--- config.mk ---
export PLATFORM = sky130hd
export DESIGN_NAME = main_memory_arbiter_flat
export DESIGN_NICKNAME = d
export VERILOG_FILES = /design/src/rtl/main_memory_arbiter_if.sv /design/src/rtl/main_memory_arbiter.sv /design/src/flat_wrapper.sv
export SDC_FILE = /design/constraint.sdc
export NUM_CORES = 1
export LEC_CHECK = 0
export ABC_AREA = 0
export CAP_MARGIN = 20
export CORE_MARGIN = 5
export CORE_UTILIZATION = 50
export CTS_CLUSTER_SIZE = 28
export DETAILED_ROUTE_END_ITERATION = 8
export DONT_BUFFER_PORTS = 1
export MAX_ROUTING_LAYER = met4
export PLACE_DENSITY = 0.64
export SETUP_SLACK_MARGIN = 0.02
export SYNTH_ARGS = -nofsm -noshare
export SYNTH_HDL_FRONTEND = slang
export SYNTH_SLANG_ARGS = --single-unit
export TNS_END_PERCENT = 20
--- constraint.sdc ---
create_clock -name clk -period 8.7 [get_ports clk]
set_clock_uncertainty 0.05 [all_clocks]
set_input_delay 1.305 -clock clk [delete_from_list [all_inputs] [get_ports clk]]
set_output_delay 1.305 -clock clk [all_outputs]
set_load 0.01 [all_outputs]
--- src/rtl/main_memory_arbiter_if.sv ---
// Requester (I-side, D-side) and memory-port signals of main_memory_arbiter.
// The arbiter connects through the slave modport; the requesters and memory see the master side.
interface main_memory_arbiter_if;
   logic        ic_req;
   logic [31:0] ic_addr;
   logic        ic_ack;
   logic        ic_rvalid;
   logic [31:0] ic_rdata;
   logic        ic_done;

   logic        dc_req;
   logic        dc_rd_wr;
   logic        dc_burst;
   logic [1:0]  dc_wr_size;
   logic [31:0] dc_addr;
   logic [31:0] dc_wdata;
   logic        dc_ack;
   logic        dc_rvalid;
   logic [31:0] dc_rdata;
   logic        dc_done;

   logic        mem_en;
   logic        mem_rd_wr;
   logic [1:0]  mem_wr_size;
   logic [31:0] mem_addr;
   logic [31:0] mem_wdata;
   logic        mem_wdata_oe;
   logic [31:0] mem_rdata;
   logic        mem_ready;

   modport slave (
      input  ic_req, ic_addr,
      input  dc_req, dc_rd_wr, dc_burst, dc_wr_size, dc_addr, dc_wdata,
      input  mem_rdata, mem_ready,
      output ic_ack, ic_rvalid, ic_rdata, ic_done,
      output dc_ack, dc_rvalid, dc_rdata, dc_done,
      output mem_en, mem_rd_wr, mem_wr_size, mem_addr, mem_wdata, mem_wdata_oe
   );

   modport master (
      output ic_req, ic_addr,
      output dc_req, dc_rd_wr, dc_burst, dc_wr_size, dc_addr, dc_wdata,
      output mem_rdata, mem_ready,
      input  ic_ack, ic_rvalid, ic_rdata, ic_done,
      input  dc_ack, dc_rvalid, dc_rdata, dc_done,
      input  mem_en, mem_rd_wr, mem_wr_size, mem_addr, mem_wdata, mem_wdata_oe
   );
endinterface

--- src/rtl/main_memory_arbiter.sv ---
// Round-robin arbiter and access sequencer sharing one memory port between the I-cache fill
// path and the D-cache path; line fills run critical-word-first, wrapping inside the line.
module main_memory_arbiter #(
   parameter int LINE_WORDS = 4
) (
   input logic                  clk,
   input logic                  reset,
   main_memory_arbiter_if.slave bus
);
   localparam int              IDX_W      = $clog2(LINE_WORDS);
   localparam logic [IDX_W:0]  LINE_BEATS = LINE_WORDS[IDX_W:0];
   localparam logic [IDX_W:0]  ONE_BEAT   = {{IDX_W{1'b0}}, 1'b1};

   typedef enum logic [1:0] {IDLE, ACCESS, GAP, DONE} state_t;
   typedef enum logic       {OWN_IC, OWN_DC} owner_t;

   state_t         state;
   owner_t         owner;
   owner_t         last_grant;
   logic [IDX_W:0] beat;
   logic [IDX_W:0] nbeats;

   logic           grant_ic;
   logic           grant_dc;
   logic           dc_line;
   logic           beat_last;
   logic           sel_rd_wr;
   logic [1:0]     sel_size;
   logic [31:0]    sel_addr;
   logic [31:0]    sel_wdata;
   logic [IDX_W:0] sel_beats;
   logic [31:0]    next_addr;

   // NOTE: every signal gets a default at the top of the block so no path leaves it unassigned (no latch).
   always_comb begin
      grant_dc  = bus.dc_req && (!bus.ic_req || last_grant == OWN_IC);
      grant_ic  = bus.ic_req && !grant_dc;
      dc_line   = !bus.dc_rd_wr && bus.dc_burst;

      sel_rd_wr = 1'b0;
      sel_size  = 2'd0;
      sel_addr  = {bus.ic_addr[31:2], 2'b00};
      sel_wdata = '0;
      sel_beats = LINE_BEATS;
      if (grant_dc) begin
         sel_rd_wr = bus.dc_rd_wr;
         sel_size  = dc_line ? 2'd0 : bus.dc_wr_size;
         sel_addr  = dc_line ? {bus.dc_addr[31:2], 2'b00} : bus.dc_addr;
         sel_wdata = bus.dc_wdata;
         sel_beats = dc_line ? LINE_BEATS : ONE_BEAT;
      end

      // Advance only the word index; upper bits stay put so the burst wraps inside the line.
      next_addr                = bus.mem_addr;
      next_addr[IDX_W+1:2]     = bus.mem_addr[IDX_W+1:2] + ONE_BEAT[IDX_W-1:0];
      beat_last                = (beat + ONE_BEAT) == nbeats;
   end

   // Gated by reset so no ack escapes while the block is held in reset.
   assign bus.ic_ack = !reset && (state == IDLE) && grant_ic;
   assign bus.dc_ack = !reset && (state == IDLE) && grant_dc;

   // NOTE: sequential state uses non-blocking assignments only, so every register samples pre-edge values.
   always_ff @(posedge clk or posedge reset) begin
      if (reset) begin
         state            <= IDLE;
         owner            <= OWN_IC;
         last_grant       <= OWN_IC;
         beat             <= '0;
         nbeats           <= '0;
         bus.mem_en       <= 1'b0;
         bus.mem_rd_wr    <= 1'b0;
         bus.mem_wr_size  <= 2'd0;
         bus.mem_addr     <= '0;
         bus.mem_wdata    <= '0;
         bus.mem_wdata_oe <= 1'b0;
         bus.ic_rvalid    <= 1'b0;
         bus.ic_rdata     <= '0;
         bus.ic_done      <= 1'b0;
         bus.dc_rvalid    <= 1'b0;
         bus.dc_rdata     <= '0;
         bus.dc_done      <= 1'b0;
      end else begin
         bus.ic_rvalid <= 1'b0;
         bus.dc_rvalid <= 1'b0;
         bus.ic_done   <= 1'b0;
         bus.dc_done   <= 1'b0;

         unique case (state)
            IDLE: begin
               if (grant_ic || grant_dc) begin
                  owner            <= grant_dc ? OWN_DC : OWN_IC;
                  bus.mem_rd_wr    <= sel_rd_wr;
                  bus.mem_wr_size  <= sel_size;
                  bus.mem_addr     <= sel_addr;
                  bus.mem_wdata    <= sel_wdata;
                  bus.mem_wdata_oe <= sel_rd_wr;
                  nbeats           <= sel_beats;
                  beat             <= '0;
                  bus.mem_en       <= 1'b1;
                  state            <= ACCESS;
               end
            end
            ACCESS: begin
               if (bus.mem_ready) begin
                  bus.mem_en       <= 1'b0;
                  bus.mem_wdata_oe <= 1'b0;
                  beat             <= beat + ONE_BEAT;
                  if (owner == OWN_IC) begin
                     bus.ic_rdata  <= bus.mem_rdata;
                     bus.ic_rvalid <= !bus.mem_rd_wr;
                     bus.ic_done   <= beat_last;
                  end else begin
                     bus.dc_rdata  <= bus.mem_rdata;
                     bus.dc_rvalid <= !bus.mem_rd_wr;
                     bus.dc_done   <= beat_last;
                  end
                  if (beat_last) begin
                     state <= DONE;
                  end else begin
                     bus.mem_addr <= next_addr;
                     state        <= GAP;
                  end
               end
            end
            GAP: begin
               bus.mem_en <= 1'b1;
               state      <= ACCESS;
            end
            DONE: begin
               last_grant <= owner;
               state      <= IDLE;
            end
            default: state <= IDLE;
         endcase
      end
   end
endmodule

--- src/flat_wrapper.sv ---
// flat-port wrapper written by rule: the top's interface ports become plain ports
module main_memory_arbiter_flat 
#(
   parameter int LINE_WORDS = 4
)
  (clk, reset, bus_ic_req, bus_ic_addr, bus_dc_req, bus_dc_rd_wr, bus_dc_burst, bus_dc_wr_size, bus_dc_addr, bus_dc_wdata, bus_mem_rdata, bus_mem_ready, bus_ic_ack, bus_ic_rvalid, bus_ic_rdata, bus_ic_done, bus_dc_ack, bus_dc_rvalid, bus_dc_rdata, bus_dc_done, bus_mem_en, bus_mem_rd_wr, bus_mem_wr_size, bus_mem_addr, bus_mem_wdata, bus_mem_wdata_oe);
  main_memory_arbiter_if bus_i ();
  input logic clk;
  input logic reset;
  input wire logic [$bits(bus_i.ic_req)-1:0] bus_ic_req;
  input wire logic [$bits(bus_i.ic_addr)-1:0] bus_ic_addr;
  input wire logic [$bits(bus_i.dc_req)-1:0] bus_dc_req;
  input wire logic [$bits(bus_i.dc_rd_wr)-1:0] bus_dc_rd_wr;
  input wire logic [$bits(bus_i.dc_burst)-1:0] bus_dc_burst;
  input wire logic [$bits(bus_i.dc_wr_size)-1:0] bus_dc_wr_size;
  input wire logic [$bits(bus_i.dc_addr)-1:0] bus_dc_addr;
  input wire logic [$bits(bus_i.dc_wdata)-1:0] bus_dc_wdata;
  input wire logic [$bits(bus_i.mem_rdata)-1:0] bus_mem_rdata;
  input wire logic [$bits(bus_i.mem_ready)-1:0] bus_mem_ready;
  output wire logic [$bits(bus_i.ic_ack)-1:0] bus_ic_ack;
  output wire logic [$bits(bus_i.ic_rvalid)-1:0] bus_ic_rvalid;
  output wire logic [$bits(bus_i.ic_rdata)-1:0] bus_ic_rdata;
  output wire logic [$bits(bus_i.ic_done)-1:0] bus_ic_done;
  output wire logic [$bits(bus_i.dc_ack)-1:0] bus_dc_ack;
  output wire logic [$bits(bus_i.dc_rvalid)-1:0] bus_dc_rvalid;
  output wire logic [$bits(bus_i.dc_rdata)-1:0] bus_dc_rdata;
  output wire logic [$bits(bus_i.dc_done)-1:0] bus_dc_done;
  output wire logic [$bits(bus_i.mem_en)-1:0] bus_mem_en;
  output wire logic [$bits(bus_i.mem_rd_wr)-1:0] bus_mem_rd_wr;
  output wire logic [$bits(bus_i.mem_wr_size)-1:0] bus_mem_wr_size;
  output wire logic [$bits(bus_i.mem_addr)-1:0] bus_mem_addr;
  output wire logic [$bits(bus_i.mem_wdata)-1:0] bus_mem_wdata;
  output wire logic [$bits(bus_i.mem_wdata_oe)-1:0] bus_mem_wdata_oe;
  assign bus_i.ic_req = bus_ic_req;
  assign bus_i.ic_addr = bus_ic_addr;
  assign bus_i.dc_req = bus_dc_req;
  assign bus_i.dc_rd_wr = bus_dc_rd_wr;
  assign bus_i.dc_burst = bus_dc_burst;
  assign bus_i.dc_wr_size = bus_dc_wr_size;
  assign bus_i.dc_addr = bus_dc_addr;
  assign bus_i.dc_wdata = bus_dc_wdata;
  assign bus_i.mem_rdata = bus_mem_rdata;
  assign bus_i.mem_ready = bus_mem_ready;
  assign bus_ic_ack = bus_i.ic_ack;
  assign bus_ic_rvalid = bus_i.ic_rvalid;
  assign bus_ic_rdata = bus_i.ic_rdata;
  assign bus_ic_done = bus_i.ic_done;
  assign bus_dc_ack = bus_i.dc_ack;
  assign bus_dc_rvalid = bus_i.dc_rvalid;
  assign bus_dc_rdata = bus_i.dc_rdata;
  assign bus_dc_done = bus_i.dc_done;
  assign bus_mem_en = bus_i.mem_en;
  assign bus_mem_rd_wr = bus_i.mem_rd_wr;
  assign bus_mem_wr_size = bus_i.mem_wr_size;
  assign bus_mem_addr = bus_i.mem_addr;
  assign bus_mem_wdata = bus_i.mem_wdata;
  assign bus_mem_wdata_oe = bus_i.mem_wdata_oe;
  main_memory_arbiter #(.LINE_WORDS(LINE_WORDS)) u_core (.clk(clk), .reset(reset), .bus(bus_i));
endmodule
==> Yosys cells after proc, flatten, opt, wreduce, memory -nomap -nowiden <==
Index checks and enable logic that the tools add are counted.
{ "word_totals": {"ff_bits": 147, "latchBits": 0, "ramBits": 0, "mem_bits_ro": 0, "in_bits": 137, "output_inout_bits": 139, "elab_cells": 91, "n_memories": 0} }
{ "classes": {"addsub": 2, "mul": 0, "div_mod_pow": 0, "n_lt_le_gt_ge": 0, "eq_ne": 7, "shift": 0, "muxes": 37, "n_bitwise": 3, "n_reduce_logical": 24} }
{ "ops": {"columns": ["op", "n"], "rows": [
  ["$mux W32", 4],
  ["$pmux W32 S2", 1],
  ["$mux W1", 18],
  ["$reduce_and A3 Y1", 5],
  ["$mux W3", 4],
  ["$mux W2", 5],
  ["$pmux W2 S4", 1],
  ["$logic_and A1 B1 Y1", 6],
  ["$ne A2 B2 Y1 const B", 3],
  ["$pmux W3 S2", 1],
  ["$logic_not A1 Y1", 5],
  ["$eq A2 B2 Y1 const B", 2],
  ["$mux W4", 1],
  ["$reduce_and A2 Y1", 2],
  ["$reduce_and A4 Y1", 1],
  ["$add A3 B1 Y3 const B", 1],
  ["$eq A3 B3 Y1", 1],
  ["$not A1 Y1", 3],
  ["$pmux W1 S3", 1],
  ["$reduce_bool A3 Y1", 1],
  ["$add A2 B1 Y2 const B", 1],
  ["$eq A2 B1 Y1 const B", 1],
  ["$logic_not A2 Y1", 1],
  ["$logic_or A1 B1 Y1", 2],
  ["other kinds (2)", 2]
]} }

==> Depth between registers and ports, before layout <==
{ "logic_depth": {"word_depth": 8, "depth_mapped": 6} }

==> Worst setup path after synthesis <==
No wires, ideal clock.
{ "synth_path": {"kind": "input to output", "startpoint": "in bus_dc_req", "endpoint": "out bus_ic_ack", "arrival_ns": 2.132, "slack_ns": 5.213, "stages": 3, "n_path_buf": 1, "cell_sequence": "a21boi_2 buf_2 nor4bb_1"} }
{ "synth_via": {"elab_chain_cells": 4} }
{ "synth_rtl": {"columns": ["element", "line", "text"], "rows": [
  ["start, declared", "flat_wrapper.sv:12", "input wire logic [$bits(bus_i.dc_req)-1:0] bus_dc_req;"],
  ["$logic_and A1 B1 Y1", "main_memory_arbiter.sv:36", "grant_dc = bus.dc_req && (!bus.ic_req || last_grant == OWN_IC);"],
  ["$logic_not A1 Y1", "main_memory_arbiter.sv:37", "grant_ic = bus.ic_req && !grant_dc;"],
  ["$logic_and A1 B1 Y1", "main_memory_arbiter.sv:37", null],
  ["$logic_and A1 B1 Y1", "main_memory_arbiter.sv:60", "assign bus.ic_ack = !reset && (state == IDLE) && grant_ic;"],
  ["end, declared", "flat_wrapper.sv:20", "output wire logic [$bits(bus_i.ic_ack)-1:0] bus_ic_ack;"]
]} }
No other way between the ends.

==> Final worst setup path <==
{ "layout_path": {"startpoint": "in bus_dc_req", "endpoint": "out bus_dc_ack"} }
{ "layout_via": {"elab_chain_cells": 2} }
{ "layout_rtl": {"columns": ["element", "line", "text"], "rows": [
  ["$logic_and A1 B1 Y1", "main_memory_arbiter.sv:36", null],
  ["$logic_and A1 B1 Y1", "main_memory_arbiter.sv:61", "assign bus.dc_ack = !reset && (state == IDLE) && grant_dc;"],
  ["end, declared", "flat_wrapper.sv:24", "output wire logic [$bits(bus_i.dc_ack)-1:0] bus_dc_ack;"]
]} }
No other way between the ends.

==> qor.csv <==
stage,metric,value,unit
route,vias,3328,
setup_path,critPathLaunchType,input port,
setup_path,required,7340,ps
setup_path,crit_start,bus_dc_req,
setup_path,critical_path_class,in -> out,
grt,grt_pass1_vias,3508,
logic_synthesis,synthTopCellsByArea,"dfrtp_1 63%, mux2_2 7.0%, a22o_1 5.6%",
route,drc,0,
floorplan,die-area,13800,sq um
final_layout,syn2layout_area_growth,13.1,%
sta,fmax,269,MHz
logic_synthesis,netlist.area_leader.share,63.1,%
power,power_density,420,nW/um^2
floorplan,row_count,39,
floorplan,core_area,11400,sq um
final_layout,fillCellCount,951,
sta,hold_violations,0,
route,routed_via_density,5.80,
sta,layout_min_cycle_time,3720,ps
clock_network,clk_latency,410,ps
grt,grt_first_pass_wirelength,20.1,mm
placed_design,portBuffers,0,
logic_synthesis,yosysTopAreaCell,dfrtp_1,
logic_synthesis,syn_nets,555,
floorplan,die_h,118,microns
logic_synthesis,synth_seq_area_share,63.1,%
setup_path,r2r-end,u_core.bus.mem_wr_size[1]$_DFFE_PP0P_,
setup_path,cp_data_arrival_time,2360,ps
power,irDropWorstVdd,258,uV
power,power,2740,uW
clock_network,cts_setup_buffers,0,
final_layout,drive_above_1_share,19.5,%
placed_design,place_ws,4970,ps
clock_network,h-tree-depth,4,
sta,rsz0062_at_grt,no,
floorplan,start_util,50.9,%
logic_synthesis,mappedNetlistArea,5790,sq um
logic_synthesis,async_reset_ff_share,100,%
grt,grt_max_degree,84,
clock_network,clk_pin_slew,60,ps
route,ant_nets,0,
route,wl_per_cell,22.3,microns
clock_network,cts.repair.resized,0,
grt,grt_use_total,19.3,%
final_layout,nets,556,
floorplan,io_pins,276,
sta,tightest_slew,772,ps
clock_network,cts_tree,done,
placed_design,gp_congestion,0.728,
route,wl,12.8,mm
logic_synthesis,synthFlopType,dfrtp_1,
sta,period_share,42.7,%
power,power_leakage,0.00300,uW
route,drt-initial-drc-count,258,
grt,antenna_found_initial,1,
sta,relSlewSlack,48.5,%
setup_path,reg2reg_slack,6600,ps
run,maxCapViolations,0,
clock_network,cts_root_buffer,clkbuf_16,
setup_path,end_kind,output port,
setup_path,ff2ff_path_depth,5,
sta,fin_tns_setup,0,ps
logic_synthesis,yosys_warnings,0,
clock_network,cts.sinks,146,
floorplan,die_x,118,microns
placed_design,dpl.hpwl,9.38,mm
clock_network,clk_path_buf_depth,2,
setup_path,path_max_fanout,31,
setup_path,cp-endpoint,bus_dc_ack,
hold_path,hold_class,reg -> reg,
logic_synthesis,yosys-top-cells-count,"146 x dfrtp_1, 37 x a22o_1, 37 x nand2_1",
route,firstDrtPassIters,4,
logic_synthesis,ys_ff_latch,146,
placed_design,placedCellCount,542,
clock_network,numCtsBuffers,17,
logic_synthesis,synth.avg_cell_area,13.9,sq um
clock_network,cts_hold_buffers,0,
logic_synthesis,synth_edf_count,0,
setup_path,r2r-start,u_core.last_grant$_DFFE_PP0N_,
sta,finalMaxSlewViolations,0,
sta,setup_viol,0,
logic_synthesis,yosys.cell_types.count,38,
logic_synthesis,synth.most_common_cell,dfrtp_1,
final_layout,final_cells,574,
grt,grt.overflow.total,0,
logic_synthesis,syn_inst,417,
sta,worst_slack,4980,ps
outcome,outcome,finished clean,
critical path, stage by stage:
cell,delay (ps)
a21boi_4,170
buf_4,440
nand2_1,210
nor2_1,230
area by class of cell:
type / count / area [sq um] / area share (%)
Timing Repair Buffer: 5 / 37.5 / 0.574
Multi-Input combinational cell: 245 / 2000 / 30.6
Antenna cell: 1 / 2.50 / 0.0383
Tap cell: 143 / 179 / 2.74
Inverter: 3 / 16.3 / 0.249
Clock inverter: 10 / 208 / 3.18
Sequential cell: 146 / 3650 / 55.9
Clock buffer: 21 / 440 / 6.73
per-stage QoR:
step / utilization (%) / area [sq um] / hold slack (ps)
after floorplan: - / 5790 / 411
after global placement: 51.8 / 5890 / 435
after detailed placement: 51.8 / 5890 / 450
after CTS: 57.5 / 6540 / 464
after global routing: 57.5 / 6540 / 471
final: 57.5 / 6540 / 460
state kept, by name (all words and copies together) (netlist names):
register                 count
u_core.bus.mem_wdata        32
u_core.bus.mem_wr_size       2
u_core.bus.ic_done           1
u_core.owner                 1
u_core.bus.dc_rdata         32
u_core.state                 2
u_core.bus.ic_rvalid         1
u_core.bus.dc_rvalid         1
u_core.bus.mem_wdata_oe      1
u_core.bus.mem_en            1
u_core.nbeats                2
u_core.bus.mem_rd_wr         1
u_core.bus.mem_addr         32
u_core.beat                  3
u_core.bus.dc_done           1
u_core.bus.ic_rdata         32
u_core.last_grant            1
placed cells by master, fill, tap and decap left out, drive strengths merged, types with 2 or more instances in the layout:
cell	n
dfrtp	146
mux2	66
nand2	38
a22o	37
o21ai	35
mux2i	29
clkbuf	21
nor2	12
bufinv	6
buf	5
nor3	4
clkinv	4
a21oi	3
inv	3
nand2b	2
or2	2
routing by layer:
metal / track usage [%] / routed length [microns] / up-vias
met1: 20.6 / 4750 / 1650
met2: 31.8 / 6570 / 174
met5: - / 0 / -
met4: 7.53 / 211 / 0
li1: - / - / 1486
met3: 8.17 / 1290 / 18
worst min-delay path by stage:
stage                                  from                      endpoint  slack [ps]  cells past startpoint
3_3_place_gp   u_core.nbeats[0]$_DFFE_PP0P_  u_core.nbeats[0]$_DFFE_PP0P_         430                      1
2_1_floorplan    u_core.beat[2]$_DFFE_PP0P_    u_core.beat[2]$_DFFE_PP0P_         410                      1
4_1_cts        u_core.nbeats[0]$_DFFE_PP0P_  u_core.nbeats[0]$_DFFE_PP0P_         460                      1
6_report       u_core.nbeats[0]$_DFFE_PP0P_  u_core.nbeats[0]$_DFFE_PP0P_         460                      1
5_1_grt        u_core.nbeats[0]$_DFFE_PP0P_  u_core.nbeats[0]$_DFFE_PP0P_         470                      1
3_5_place_dp   u_core.nbeats[0]$_DFFE_PP0P_  u_core.nbeats[0]$_DFFE_PP0P_         450                      1
power breakdown:
part	switching (uW)	internal (uW)
registers	391	991
logic	265	302
clock network	260	536
cells by family after synthesis:
group | after synthesis | synth area share [%]
and+or+nand+nor | 67 | 5.51
DFF | 146 | 63.1
xor gates and xnor gates | 2 | 0.562
muxes | 95 | 18.4
adders and majority gates | 1 | 0.216
AOI/OAI and AO/OA | 80 | 9.65
buffers and inverters | 26 | 2.53
Power figures use the tool's default switching activity.
